[src/rtl/tarhi_boot_loader.sv]
// tarhi_boot_loader
//   Byte-stream program loader that sits between the tarhi core and memory.
//   After reset the core is held stopped while a framed image is received:
//     SYNC, A[23:16], A[15:8], A[7:0], N[15:8], N[7:0], N x 4-byte words
//     (MSB first), C.
//   Here C is the XOR of the five header bytes and all data bytes.
//   Each completed word is written to memory in a single WRITE cycle. A good
//   checksum releases the core, and the core's memory requests then pass
//   straight through to memory. A bad checksum locks the block in ERROR
//   until reset.
//
// Ports
//   clk, reset                  clock; asynchronous active-low reset
//   rx_valid, rx_data, rx_ready byte stream in (consumed on valid & ready)
//   cpu_mem_*                   core memory request (honoured in RUN only)
//   mem_*                       memory request out
//   cpu_run                     core may run
//   busy                        frame in progress (HDR/DATA/WRITE/CHK)
//   done, error                 sticky load result
module tarhi_boot_loader #(
    parameter logic [7:0] SYNC_BYTE = 8'hA5
) (
    input  logic        clk,
    input  logic        reset,
    input  logic        rx_valid,
    input  logic [7:0]  rx_data,
    output logic        rx_ready,
    input  logic        cpu_mem_enable,
    input  logic        cpu_mem_write,
    input  logic [23:0] cpu_mem_addr,
    input  logic [31:0] cpu_mem_dout,
    output logic        mem_enable,
    output logic        mem_write,
    output logic [23:0] mem_addr,
    output logic [31:0] mem_dout,
    output logic        cpu_run,
    output logic        busy,
    output logic        done,
    output logic        error
);

    typedef enum logic [2:0] {
        StIdle,
        StHdr,
        StData,
        StWrite,
        StChk,
        StRun,
        StError
    } state_e;

    state_e      state_q, state_d;
    logic [2:0]  hdr_cnt_q, hdr_cnt_d;
    logic [1:0]  byte_cnt_q, byte_cnt_d;
    logic [23:0] addr_q, addr_d;
    logic [15:0] count_q, count_d;
    logic [31:0] word_q, word_d;
    logic [7:0]  chk_q, chk_d;

    logic accept;

    assign accept = rx_valid & rx_ready;

    always_ff @(posedge clk or negedge reset) begin
        if (!reset) begin
            state_q    <= StIdle;
            hdr_cnt_q  <= 3'd0;
            byte_cnt_q <= 2'd0;
            addr_q     <= 24'd0;
            count_q    <= 16'd0;
            word_q     <= 32'd0;
            chk_q      <= 8'd0;
        end else begin
            state_q    <= state_d;
            hdr_cnt_q  <= hdr_cnt_d;
            byte_cnt_q <= byte_cnt_d;
            addr_q     <= addr_d;
            count_q    <= count_d;
            word_q     <= word_d;
            chk_q      <= chk_d;
        end
    end

    // Next-state logic
    always_comb begin
        state_d    = state_q;
        hdr_cnt_d  = hdr_cnt_q;
        byte_cnt_d = byte_cnt_q;
        addr_d     = addr_q;
        count_d    = count_q;
        word_d     = word_q;
        chk_d      = chk_q;

        unique case (state_q)
            StIdle: begin
                if (accept && rx_data == SYNC_BYTE) begin
                    state_d   = StHdr;
                    hdr_cnt_d = 3'd0;
                    chk_d     = 8'd0; // sync byte is not part of the checksum
                end
            end
            StHdr: begin
                if (accept) begin
                    chk_d     = chk_q ^ rx_data;
                    hdr_cnt_d = hdr_cnt_q + 3'd1;
                    case (hdr_cnt_q)
                        3'd0: addr_d[23:16] = rx_data;
                        3'd1: addr_d[15:8]  = rx_data;
                        3'd2: addr_d[7:0]   = rx_data;
                        3'd3: count_d[15:8] = rx_data;
                        default: begin
                            count_d[7:0] = rx_data;
                            byte_cnt_d   = 2'd0;
                            // Decide on the full count including the byte being taken now
                            if ({count_q[15:8], rx_data} == 16'd0) begin
                                state_d = StChk;
                            end else begin
                                state_d = StData;
                            end
                        end
                    endcase
                end
            end
            StData: begin
                if (accept) begin
                    word_d     = {word_q[23:0], rx_data};
                    chk_d      = chk_q ^ rx_data;
                    byte_cnt_d = byte_cnt_q + 2'd1;
                    if (byte_cnt_q == 2'd3) begin
                        state_d = StWrite;
                    end
                end
            end
            StWrite: begin
                addr_d     = addr_q + 24'd1; // wraps FFFFFF -> 000000
                count_d    = count_q - 16'd1;
                byte_cnt_d = 2'd0;
                if (count_q == 16'd1) begin
                    state_d = StChk;
                end else begin
                    state_d = StData;
                end
            end
            StChk: begin
                if (accept) begin
                    if (rx_data == chk_q) begin
                        state_d = StRun;
                    end else begin
                        state_d = StError;
                    end
                end
            end
            StRun:   state_d = StRun;
            StError: state_d = StError;
            default: state_d = StIdle;
        endcase
    end

    // Outputs
    always_comb begin
        rx_ready   = 1'b1;
        mem_enable = 1'b0;
        mem_write  = 1'b0;
        mem_addr   = 24'd0;
        mem_dout   = 32'd0;

        unique case (state_q)
            StWrite: begin
                rx_ready   = 1'b0;
                mem_enable = 1'b1;
                mem_write  = 1'b1;
                mem_addr   = addr_q;
                mem_dout   = word_q;
            end
            StRun: begin
                rx_ready   = 1'b0;
                mem_enable = cpu_mem_enable;
                mem_write  = cpu_mem_write;
                mem_addr   = cpu_mem_addr;
                mem_dout   = cpu_mem_dout;
            end
            StError: begin
                rx_ready = 1'b0;
            end
            default: begin
                rx_ready = 1'b1;
            end
        endcase
    end

    assign cpu_run = (state_q == StRun);
    assign done    = (state_q == StRun);
    assign error   = (state_q == StError);
    assign busy    = (state_q == StHdr) || (state_q == StData) ||
                     (state_q == StWrite) || (state_q == StChk);

endmodule

[config.mk]
export PLATFORM = sky130hd
export DESIGN_NAME = tarhi_boot_loader
export DESIGN_NICKNAME = d
export VERILOG_FILES = /design/src/rtl/tarhi_boot_loader.sv
export SDC_FILE = /design/constraint.sdc
export NUM_CORES = 1
export LEC_CHECK = 0
export CORE_MARGIN = 2
export CORE_UTILIZATION = 46
export DETAILED_ROUTE_END_ITERATION = 16
export MAX_ROUTING_LAYER = met4
export PLACE_DENSITY = 0.85
export SETUP_SLACK_MARGIN = 0.2
export SLEW_MARGIN = 20
export SYNTH_ARGS = -nofsm -noshare
export SYNTH_HDL_FRONTEND = slang
export SYNTH_SLANG_ARGS = --single-unit
[constraint.sdc]
create_clock -name clk -period 2.1 [get_ports clk]
set_clock_uncertainty 0.15 [all_clocks]
set_input_delay 0.315 -clock clk [delete_from_list [all_inputs] [get_ports clk]]
set_output_delay 0.315 -clock clk [all_outputs]
set_load 0.005 [all_outputs]
==> results of run 1 <==
## state kept, by name, indices dropped and copies added, names as in the netlist
name / count
hdr_cnt_q: 3
addr_q: 24
state_q: 3
chk_q: 8
count_q: 16
word_q: 32
byte_cnt_q: 2
## routing by layer
layer | part of all wire | vias up | track usage | wire [um]
met5 | 0 | - | - | 0
met2 | 0.50 | 440 | 0.504 | 10700
met3 | 0.089 | 87 | 0.0487 | 1940
met4 | 0.036 | 0 | 0.0911 | 773
li1 | - | 2654 | - | -
met1 | 0.38 | 2992 | 0.401 | 8190
## power by group through the flow
stage	Combinational [uW]	Clock [uW]	Sequential, uW
6_report	4890	1590	2990
3_3_place_gp	3470	0	2860
2_1_floorplan	2250	0	2730
5_1_grt	5190	1660	3040
3_5_place_dp	3630	0	2900
4_1_cts	4200	1590	2880
## worst min-delay path by stage
stage                          to  slack [ns]
detailed placement      addr_q[0]        0.15
CTS                     addr_q[0]        0.33
finish                  addr_q[0]        0.32
global route        byte_cnt_q[0]        0.36
floorplan               addr_q[0]       -0.13
global placement        addr_q[0]        0.15
## through the flow
step	power (uW)	hold WS, ns	area (um2)
5_1_grt	9890	0.356	8540
3_5_place_dp	6530	0.153	7280
6_report	9470	0.321	8540
4_1_cts	8680	0.330	7980
2_1_floorplan	4980	-0.131	5470
3_3_place_gp	6330	0.152	7280
## area by class of cell
type / count / area (um2) / area share
Inverter: 10 / 37.5 / 0.00439
Tap cell: 143 / 179 / 0.0209
Clock buffer: 9 / 225 / 0.0264
Timing Repair Buffer: 245 / 2420 / 0.284
Sequential cell: 88 / 2200 / 0.258
Multi-Input combinational cell: 451 / 3410 / 0.400
Clock inverter: 7 / 60.1 / 0.00703
## Yosys cell counts (all sizes together), types with 11 or more instances
master,n,area [um2]
buf,19,109
nor3,12,70.1
a22o,54,473
nor2,50,188
clkbuf,31,116
nand3,15,75.1
mux2,32,360
nand2,41,154
xor2,11,96.3
dfrtp,88,2200
nand4,11,68.8
a21oi,47,235
o21ai,57,289
## logic make-up after synthesis
| group | Yosys count | share of synthesized area |
|---|---|---|
| adders and majority gates | 9 | 0.0207 |
| muxes | 32 | 0.0662 |
| xor gates and xnor gates | 12 | 0.0193 |
| and+or+nand+nor | 176 | 0.164 |
| AOI/OAI and AO/OA | 222 | 0.277 |
| buffers and inverters | 60 | 0.0483 |
| DFF | 88 | 0.405 |
## what timing repair did
| item | 4_1_cts | 5_1_grt |
|---|---|---|
| setup endpoints to repair | 82 | 111 |
| setup buffers | 23 | 12 |
| hold buffers | 1 | 0 |
| endpoints found under the hold margin | 30 | 0 |
| pin swaps | 23 | 37 |
| resized for setup | 292 | 125 |
| gates cloned | 9 | 6 |
==> flow_summary.ini, run 1 <==
[run_status]
outcome = complete, but fails checks
violations = setup timing

[global_routing]
global_route.usage.total = 0.309
grt_pass1_wl_um = 30300
grt_start_max_net_pins = 35
first_global_vias = 5720
grt-ovfl-total = 0
antenna_found_initial = 0

[timing]
report.final.slew_viol_count = 0
final.setup.tns_ns = -4.73
report.final.hold_viol_count = 0
worst_slew_pin_slew_ns = 0.495
setup_viol = 58
setup_ws_ns = -0.176
final.period_utilization = 1.08
fmax_ghz = 0.439
relSlewSlack = 0.670
rsz0062_at_grt = yes
minimum_period_implied_by_the_final_worst_setup_slack_ns = 2.28

[floorplanning]
number_of_standard_cell_rows_in_the_floorplan = 39
floorplan.core_area_um2 = 11500
io-pin-count = 132
start_util = 0.474
vertical_die_dimension_um = 113
die_area_um2 = 12700
die_w_um = 113

[routing]
route.detailed.vias_per_inst = 6.48
vias = 6173
wl_per_cell_um = 22.7
route.antenna.remaining_nets = 0
initialDrtViolationCount = 635
dr.pass1.iters = 6
finalWirelength_um = 21700
detail_route.drc_violations = 0

[critical_path]
critPathBufInv = 4
r2r-start = count_q[11]
critical_path.endpoint = mem_dout[9]
crit_path_cell_trace = and3b_2 -> buf_6 -> buf_12 -> buf_16 -> a22o_1 -> buf_2
cp_data_required_time_ns = 1.63
critPathCaptureType = output port
startpoint = state_q[0]
cp_data_arrival_time_ns = 1.81
critPathTopFamily = buffers and inverters
worst_path_largest_cell_delay_ns = 0.41
timing.reg2reg.worst_path_depth = 5
cp-start-kind = flop
critPathMaxFanout = 6
cp_num_cells = 6
r2r_end = count_q[15]
worst-setup-path-type = reg2out
regToRegSetupSlack_ns = -0.01
crit_slowest_cell = dfrtp_1

[power]
powerDensity_nw_per_um2 = 1110
total_leakage_power_uw = 0.00389
vdd_ir_drop_max_uv = 877
p_switching_uw = 3940
power.sequential.fraction = 0.315
p_int_uw = 5530
power.switching_fraction = 0.416
power.combinational.fraction = 0.517
power_frac_clock = 0.168

[cts]
cts_root_buf = clkbuf_16
clock_latency_ns = 0.35
ctsHtreeMaxLevel = 3
cts_tree = done
clkSinkCount = 88
clk_path_buf_depth = 2
numCtsBuffers = 9
worst_setup_hold_path_clk_slew_ns = 0.07

[layout]
fin_cells = 953
post-route-util = 0.745
layout-drive-gt1-share = 0.388
syn_to_final_growth_pct = 57.0
num_antenna_cells = 0
final_cell_mix = dfrtp_1, clkdlybuf4s50_1, buf_4, a22o_1, buf_2
fillCellCount = 699
layout.cells.most_common = dfrtp_1
final_nets = 883

[run]
drv_cap = 0

[synthesis]
synth_enable_flop_cells = 0
synth_sequential_area_ratio = 0.405
ys.warnings.count = 0
synth-main-ff-cell = dfrtp_1
ys_types = 61
synth_nets = 677
synth_seq_cells = 88
synth.avg_cell_area_um2 = 9.08
post_syn_instances = 599
synth_async_sr_flop_share = 1.00
syn-cell-area_um2 = 5440

[place]
place.detailed.hpwl_um = 12900
dp_slack_ns = -0.419
dp_cells = 886
io_buffers = 131
gp_congestion = 0.962

[min_path]
holdCritPathClass = in2async
Power figures use the tool's default switching activity.
==> inputs of run 2 (changes only) <==
- ABC_CLOCK_PERIOD_IN_PS: default -> 2100
- CELL_PAD_IN_SITES_DETAIL_PLACEMENT: default -> 2
- CELL_PAD_IN_SITES_GLOBAL_PLACEMENT: default -> 2
- CORE_UTILIZATION: 46 -> 27
- PLACE_DENSITY: 0.85 -> 0.84
==> run 2 against run 1 <==
Effect of this change:
- total power rose by 25%
- final cell count rose by 20%
- global-route usage fell by 7.0 points
- register-to-register slack got worse by 0.15 ns
- wire length rose by 73%
- clock power rose by 12%
- combinational power rose by 41%
- the run still ends with setup timing left
- first-iteration DRC count fell by 28%
- maximum frequency fell by 8.5%
- count of clock-buffer cells in the layout did not move
==> flow_summary.ini, run 2 (synthesized netlist as in run 1, its figures left out) <==
[floorplanning]
floorplan.core_area_um2 = 19600
number_of_standard_cell_rows_in_the_floorplan = 51
start_util = 0.278
die_w_um = 146
die_area_um2 = 21300
io-pin-count = 132
vertical_die_dimension_um = 146

[routing]
wl_per_cell_um = 32.9
initialDrtViolationCount = 459
finalWirelength_um = 37500
route.antenna.remaining_nets = 0
dr.pass1.iters = 5
route.detailed.vias_per_inst = 5.95
vias = 6774
detail_route.drc_violations = 0

[run_status]
outcome = complete, but fails checks
violations = setup timing

[timing]
rsz0062_at_grt = yes
final.period_utilization = 1.18
setup_viol = 105
report.final.hold_viol_count = 0
minimum_period_implied_by_the_final_worst_setup_slack_ns = 2.49
hold-worst-slack_ns = 0.282
fmax_ghz = 0.402
report.final.slew_viol_count = 0
final.setup.tns_ns = -17.45
worst_slew_pin_slew_ns = 0.567
relSlewSlack = 0.619
setup_ws_ns = -0.387

[critical_path]
cp_data_arrival_time_ns = 2.02
startpoint = state_q[1]
critPathCaptureType = output port
timing.reg2reg.worst_path_depth = 6
critPathMaxFanout = 6
cp_data_required_time_ns = 1.63
cp-start-kind = flop
r2r_end = count_q[15]
critical_path.endpoint = mem_addr[19]
r2r-start = count_q[9]
worst-setup-path-type = reg2out
regToRegSetupSlack_ns = -0.16

[cts]
clock_latency_ns = 0.39
cts_root_buf = clkbuf_16
numCtsBuffers = 9
cts_tree = done
clk_path_buf_depth = 2
ctsHtreeMaxLevel = 3
worst_setup_hold_path_clk_slew_ns = 0.08
clkSinkCount = 88

[place]
gp_congestion = 0.885
placement.cell_area_um2 = 7510
place.detailed.hpwl_um = 17200
io_buffers = 131

[global_routing]
global_route.usage.total = 0.239
grt-ovfl-total = 0
grt_start_max_net_pins = 43
first_global_vias = 6634
grt_pass1_wl_um = 38800
antenna_found_initial = 2

[layout]
layout_top_registers = word_q (32), addr_q (24), count_q (16)
largest_reg_flops = 32
final_nets = 945
layout.cells.most_common = buf_4
largest_register = word_q
layout-drive-gt1-share = 0.494
fillCellCount = 1980
syn_to_final_growth_pct = 80.0
postLayoutCellArea_um2 = 9790
final_cell_mix = buf_4, dfrtp_1, clkdlybuf4s50_1, a22o_1, buf_6

[power]
vdd_ir_drop_max_uv = 782
power_total_uw = 11800
powerDensity_nw_per_um2 = 1210
total_leakage_power_uw = 0.00441

[run]
drv_cap = 0

[min_path]
holdCritPathClass = in2async
-- run 2: cell types whose count changed in the layout (fill, tap and decap cells not counted), moves of 8 or more --
| cell | before | now |
|---|---|---|
| buf_4 | 55 | 85 |
| mux2_2 | 32 | 2 |
| mux2_4 | 0 | 30 |
| buf_6 | 33 | 54 |
| a21oi_1 | 32 | 19 |
| nor2_1 | 38 | 27 |
| a21oi_2 | 15 | 25 |
| o21ai_0 | 25 | 15 |
| buf_8 | 1 | 10 |
| clkbuf_16 | 13 | 22 |
| clkbuf_2 | 8 | 16 |
-- run 2: cell type report --
class	instances	area (um2)	share of cell area
Timing Repair Buffer	307	3060	0.313
Inverter	10	37.5	0.00383
Clock inverter	7	66.3	0.00677
Clock buffer	9	225	0.0230
Tap cell	265	332	0.0339
Multi-Input combinational cell	451	3860	0.394
Sequential cell	88	2210	0.226
Antenna cell	2	5.00	0.000511
-- run 2: power breakdown --
group          internal, uW  switching (uW)  total (uW)
Combinational          3090            3790        6880
Sequential             2270             911        3180
Clock                   843             941        1780
-- run 2: worst min-delay path by stage --
stage                        endpoint  slack [ns]  cells after the start        from
after detailed placement  count_q[11]        0.14                      1       reset
after floorplan             addr_q[0]       -0.13                      0       reset
after global routing        word_q[5]        0.27                      3  rx_data[5]
after global placement    count_q[12]        0.14                      1       reset
final                      count_q[8]        0.28                      2       reset
after CTS                 count_q[15]        0.30                      2       reset
-- run 2: through the flow --
| step | cells | util | setup WS (ns) |
|---|---|---|---|
| after floorplan | 599 | - | 0.0173 |
| after global placement | 1018 | 0.383 | -0.317 |
| after detailed placement | 1018 | 0.383 | -0.462 |
| after CTS | 1052 | 0.414 | -0.500 |
| after global routing | 1139 | 0.500 | -0.440 |
| final | 1139 | 0.500 | -0.387 |
-- run 2: per-layer routing --
metal | global-route usage | wire length, um | vias to the layer above
li1 | - | - | 2775
met1 | 0.271 | 13600 | 3539
met2 | 0.429 | 19700 | 323
met3 | 0.0451 | 1830 | 137
met4 | 0.0681 | 2270 | 0
met5 | - | 0 | -
-- run 2: timing repair --
action	in CTS	in global routing
gates resized for setup	124	422
setup endpoints to repair	111	150
setup buffers	15	68
hold buffers	1	0
pin swaps	15	91
gates cloned	2	18
hold endpoints to repair	27	0
-- run 2: worst max-delay path, stage by stage (launching register included) --
cell and delay, ns:
dfrtp_1 0.41, buf_6 0.14, and3b_4 0.39, buf_8 0.18
clkbuf_16 0.16, nand2_1 0.06, o21ai_1 0.11, buf_2 0.16
